**src/rtl/mul_operand_packer_pkg.sv**
```systemverilog
// Shared constants for the multiplier-array operand packer: vector geometry, b-operand slot
// offset, the supported operand widths and a constant-safe ceiling log2.
package mul_operand_packer_pkg;

  localparam int unsigned Lanes   = 36;
  localparam int unsigned SlotW   = 6;
  localparam int unsigned BOfs    = 3;
  localparam int unsigned OpW2Bit = 2;
  localparam int unsigned OpW3Bit = 3;

  // Usable in parameter defaults, unlike a runtime loop over $clog2 in some tools.
  function automatic int unsigned clog2(input int unsigned value);
    int unsigned result;
    int unsigned v;
    result = 0;
    if (value > 1) begin
      for (v = value - 1; v > 0; v = v >> 1) begin
        result = result + 1;
      end
    end
    return result;
  endfunction

endpackage

```
**src/rtl/mul_operand_packer.sv**
```systemverilog
// Packs a serial stream of (a, b) operand pairs into LANES-slot vectors for the multiplier
// array. A fill buffer collects pairs; a separate output buffer holds the presented vector.
module mul_operand_packer
  import mul_operand_packer_pkg::*;
#(
  parameter int unsigned LANES  = Lanes,
  parameter int unsigned SLOT_W = SlotW,
  parameter int unsigned OP_W   = OpW2Bit,
  parameter int unsigned CNT_W  = clog2(LANES + 1)
) (
  input  logic                      clk,
  input  logic                      reset,
  input  logic                      in_valid,
  output logic                      in_ready,
  input  logic [OP_W-1:0]           in_a,
  input  logic [OP_W-1:0]           in_b,
  input  logic                      in_last,
  output logic                      out_valid,
  input  logic                      out_ready,
  output logic [LANES*SLOT_W-1:0]   filterOut,
  output logic [CNT_W-1:0]          out_count,
  output logic                      out_last
);

  localparam int unsigned VecW = LANES * SLOT_W;

  if (OP_W < 1 || OP_W > BOfs || BOfs + OP_W > SLOT_W) begin : g_bad_op_w
    $error("mul_operand_packer: OP_W must be 1..%0d so b fits above a", BOfs);
  end

  logic [VecW-1:0]   fill_q, fill_d;
  logic [CNT_W-1:0]  fill_cnt_q, fill_cnt_d;
  logic              fill_full_q, fill_full_d;
  logic              fill_last_q, fill_last_d;

  logic              out_valid_q;
  logic [VecW-1:0]   out_data_q;
  logic [CNT_W-1:0]  out_count_q;
  logic              out_last_q;

  logic              accept;
  logic              xfer;
  logic [CNT_W-1:0]  base_cnt;
  logic [SLOT_W-1:0] slot_val;

  assign xfer     = fill_full_q && (!out_valid_q || out_ready);
  assign in_ready = reset && (!fill_full_q || xfer);
  assign accept   = in_valid && in_ready;

  // In a transfer cycle the buffer is logically empty, so a new pair lands in slot 0.
  assign base_cnt = xfer ? '0 : fill_cnt_q;

  always_comb begin
    slot_val               = '0;
    slot_val[OP_W-1:0]     = in_a;
    slot_val[BOfs +: OP_W] = in_b;
  end

  for (genvar i = 0; i < LANES; i++) begin : g_slot
    logic slot_we;
    assign slot_we = accept && (base_cnt == CNT_W'(i));
    assign fill_d[i*SLOT_W +: SLOT_W] = slot_we ? slot_val :
                                        xfer    ? '0       : fill_q[i*SLOT_W +: SLOT_W];
  end

  always_comb begin
    fill_cnt_d  = fill_cnt_q;
    fill_full_d = fill_full_q;
    fill_last_d = fill_last_q;
    if (xfer) begin
      fill_cnt_d  = '0;
      fill_full_d = 1'b0;
      fill_last_d = 1'b0;
    end
    if (accept) begin
      fill_cnt_d  = base_cnt + CNT_W'(1);
      fill_full_d = (base_cnt == CNT_W'(LANES - 1)) || in_last;
      fill_last_d = in_last;
    end
  end

  always_ff @(posedge clk or negedge reset) begin
    if (!reset) begin
      fill_q      <= '0;
      fill_cnt_q  <= '0;
      fill_full_q <= 1'b0;
      fill_last_q <= 1'b0;
      out_valid_q <= 1'b0;
      out_data_q  <= '0;
      out_count_q <= '0;
      out_last_q  <= 1'b0;
    end else begin
      fill_q      <= fill_d;
      fill_cnt_q  <= fill_cnt_d;
      fill_full_q <= fill_full_d;
      fill_last_q <= fill_last_d;
      if (xfer) begin
        out_valid_q <= 1'b1;
        out_data_q  <= fill_q;
        out_count_q <= fill_cnt_q;
        out_last_q  <= fill_last_q;
      end else if (out_ready) begin
        out_valid_q <= 1'b0;
      end
    end
  end

  assign out_valid = out_valid_q;
  assign filterOut = out_data_q;
  assign out_count = out_count_q;
  assign out_last  = out_last_q;

endmodule

```
**config.mk**
```make
export PLATFORM = sky130hd
export DESIGN_NAME = mul_operand_packer
export DESIGN_NICKNAME = d
export VERILOG_FILES = /design/src/rtl/mul_operand_packer_pkg.sv /design/src/rtl/mul_operand_packer.sv
export SDC_FILE = /design/constraint.sdc
export NUM_CORES = 1
export LEC_CHECK = 0
export CAP_MARGIN = 25
export CORE_UTILIZATION = 39
export CTS_CLUSTER_SIZE = 14
export DETAILED_ROUTE_END_ITERATION = 6
export GPL_ROUTABILITY_DRIVEN = 0
export GPL_TIMING_DRIVEN = 0
export PLACE_DENSITY = 0.64
export SKIP_CTS_REPAIR_TIMING = 1
export SYNTH_ARGS = -nofsm -noshare
export SYNTH_HDL_FRONTEND = slang
export SYNTH_SLANG_ARGS = --single-unit
export TNS_END_PERCENT = 100
```
**constraint.sdc**
```tcl
create_clock -name clk -period 3.6 [get_ports clk]
set_clock_uncertainty 0.05 [all_clocks]
set_input_delay 0.72 -clock clk [delete_from_list [all_inputs] [get_ports clk]]
set_output_delay 0.72 -clock clk [all_outputs]
set_load 0.01 [all_outputs]
```
==> impl_metrics.toml <==
[status]
outcome = "finished clean"

[routing]
drt_iter0_markers = 672
vias = 9591
routed_wl_mm = 33.0
drtAntennaViolNets = 0
drt_first_pass_iters = 5
drc_errors = 0
wl_per_cell_um = 16.0
vias_per_cell = 4.63

[timing]
fin_ws_ns = 0.307
drv_slew = 0
fin_hold_ws_ns = 0.111
max_freq_mhz = 304
hold_viol = 0
fin_crit_sh_pct = 91.5
grt_setup_unrepaired = "false"
period_minus_slack_ns = 3.29
max_slew_margin_pct = 44.0
setup_viol_count_final = 0
worst_slew_pin_slew_ns = 0.840
tns_ns = 0

[run]
maxCapViolCount = 0

[floorplan]
start_util_pct = 39.5
die_area_um2 = 33700
ioPinCount = 234
die_y_um = 184
num_rows = 66
core_um2 = 32500
die_x_um = 184

[yosys]
ys_seq_elements = 304
yosys_most_used_dff = "dfrtp_1"
synth_edf_count = 0
synth_warnings = 0
synth.cell_area_um2 = 12900
synth_cells = 1335
synth-seq-area-share_pct = 59.1
ys_types = 44
synthesis.area_per_instance_um2 = 9.64
ys_async_sr_fraction_pct = 100

[clock_network]
clockBufferDepth = 3
numCtsBuffers = 34
cts_max_level = 2
clkLatencyLatePin_ns = 0.51
cts.clk_slew.worst_paths_ns = 0.06
cts_tree = "yes"
clockRootBuffer = "clkbuf_16"
clock-sinks = 304

[setup_path]
crit_arrival_ns = 2.52
crit_path_top_delay_cell = "clkdlybuf4s50_1"
r2r_cells = 7
worstSetupEndpointType = "primary output"
path_cells = "buf_12, buf_16, and2_1, clkdlybuf4s50_1"
critPathKind = "input pin to primary output"
crit_required_ns = 2.83
cp_max_fo = 123
max_stage_delay_ns = 0.55
start_kind = "input pin"

[placement]
pre_cts_slack_ns = 0.0189
io_buffers = 161
dp_hpwl_mm = 23.3

[pwr]
combPwrFrac_pct = 14.5
p_sw_uw = 2290
p_sw_share_pct = 26.4
p_int_uw = 6370
max-vdd-ir-drop_uv = 265
leakagePower_uw = 0.00825
seq_power_share_pct = 45.1
p_clk_share_pct = 40.4
p_per_area_nw_per_um2 = 524

[layout]
diodes = 0
area_growth_pct = 28.3
fillers = 3058
multi_input_area_um2 = 4630
fin_util_pct = 50.7
ff_latch_area_um2 = 7610
drive_above_1_share_pct = 10.1
nNetsFinal = 1614

[global_route]
antenna_found_initial = 0
grt_start_max_net_pins = 124
first_global_vias = 9516
grt_usage_pct = 20.2
grt_overflow = 0
grt_pass1_wl_mm = 52.8

[hold_path]
min-delay-path-class = "input pin to async pin"
-- cell type report --
class                      count  share of cell area (%)
buffer                       153                    5.28
timing repair buffer         163                    10.2
inverter                       7                   0.159
multi-input combinational    942                    28.0
sequential                   304                    46.1
clock buffer                  51                    6.47
tap                          442                    3.35
clock inverter                 8                   0.470
-- cells by family after synthesis --
group | synth area share (%)
simple gates | 23.0
flops | 59.1
buf+inv | 6.98
mux | 7.16
compound gates | 3.37
xor+xnor | 0.340
other cells | 0.0291
-- Yosys cell counts (all sizes together) (2+ instances only) --
master	count	area (um^2)
nor2b	3	18.8
dfrtp	304	7610
nand3	61	318
nor2	12	75.1
a21oi	5	28.8
a2111oi	2	55.1
buf	91	639
and4	3	26.3
inv	7	26.3
mux2i	92	921
xnor2	2	17.5
nand2b	5	38.8
nor3	3	37.5
nand4	3	18.8
o21ai	56	280
nand2	589	2210
xor2	3	26.3
a2111o	2	32.5
and2	15	93.8
nor3b	4	56.3
clkbuf	62	233
-- power groups by stage --
stage | Clock, uW | Sequential (uW) | Combinational (uW)
2_1_floorplan | 0 | 3990 | 593
3_3_place_gp | 0 | 3970 | 1230
3_5_place_dp | 0 | 3970 | 1260
4_1_cts | 3560 | 3910 | 1260
5_1_grt | 3700 | 3940 | 1380
6_report | 3490 | 3910 | 1250
-- layer usage --
metal	wire length [um]	global-route usage, %	up-vias
li1	-	-	4655
met4	603	5.13	0
met3	1590	3.19	41
met1	15300	28.2	4635
met2	15600	32.7	260
met5	0	0	-
-- sequential cells by signal, summed over array words and instances (netlist names) --
name and flops:
fill_q 144, filterOut 144, fill_cnt_q 6, out_count 6, fill_full_q 1, fill_last_q 1
out_last 1, out_valid 1
-- path summary, 6_finish.rpt --
check	start	endpoint	slack, ns
min in group clk	fill_q[43]	filterOut[43]	0.41
setup / recovery	reset	in_ready	0.31
setup reg to reg	out_valid	fill_q[58]	1.26
hold / removal	reset	filterOut[84]	0.11
hold reg to reg	fill_q[43]	filterOut[43]	0.41
max in group asynchronous	reset	fill_q[15]	2.39
-- placed cells by master, fill, tap and decap left out, types with 2 or more instances in the layout --
cell,count
a2111oi_4,2
a21oi_1,4
and2_1,14
and4_1,3
buf_1,4
buf_16,2
buf_2,13
buf_4,73
clkbuf_1,67
clkbuf_16,37
clkbuf_8,9
clkdlybuf4s50_1,160
clkinv_2,4
conb_1,72
dfrtp_1,304
inv_1,7
mux2i_1,92
nand2_1,589
nand2b_1,4
nand3_1,60
nand4_1,3
nor2_1,6
nor2_2,3
nor2_4,3
nor2b_1,3
nor3_4,2
nor3b_2,3
o21ai_0,56
xnor2_1,2
xor2_1,3
-- metrics by stage --
step | total power [uW] | cell area (um^2) | instances
2_1_floorplan | 4580 | 13100 | 1406
3_3_place_gp | 5200 | 15300 | 2009
3_5_place_dp | 5220 | 15400 | 2011
4_1_cts | 8740 | 16500 | 2070
5_1_grt | 9020 | 16500 | 2070
6_report | 8660 | 16500 | 2070
-- worst max-delay path, delay by kind of cell --
kind	cells	cell delay, ns
and+or+nand+nor	1	0.28
buffers and inverters	3	1.40
No activity file was read; power rests on OpenSTA's default activity.
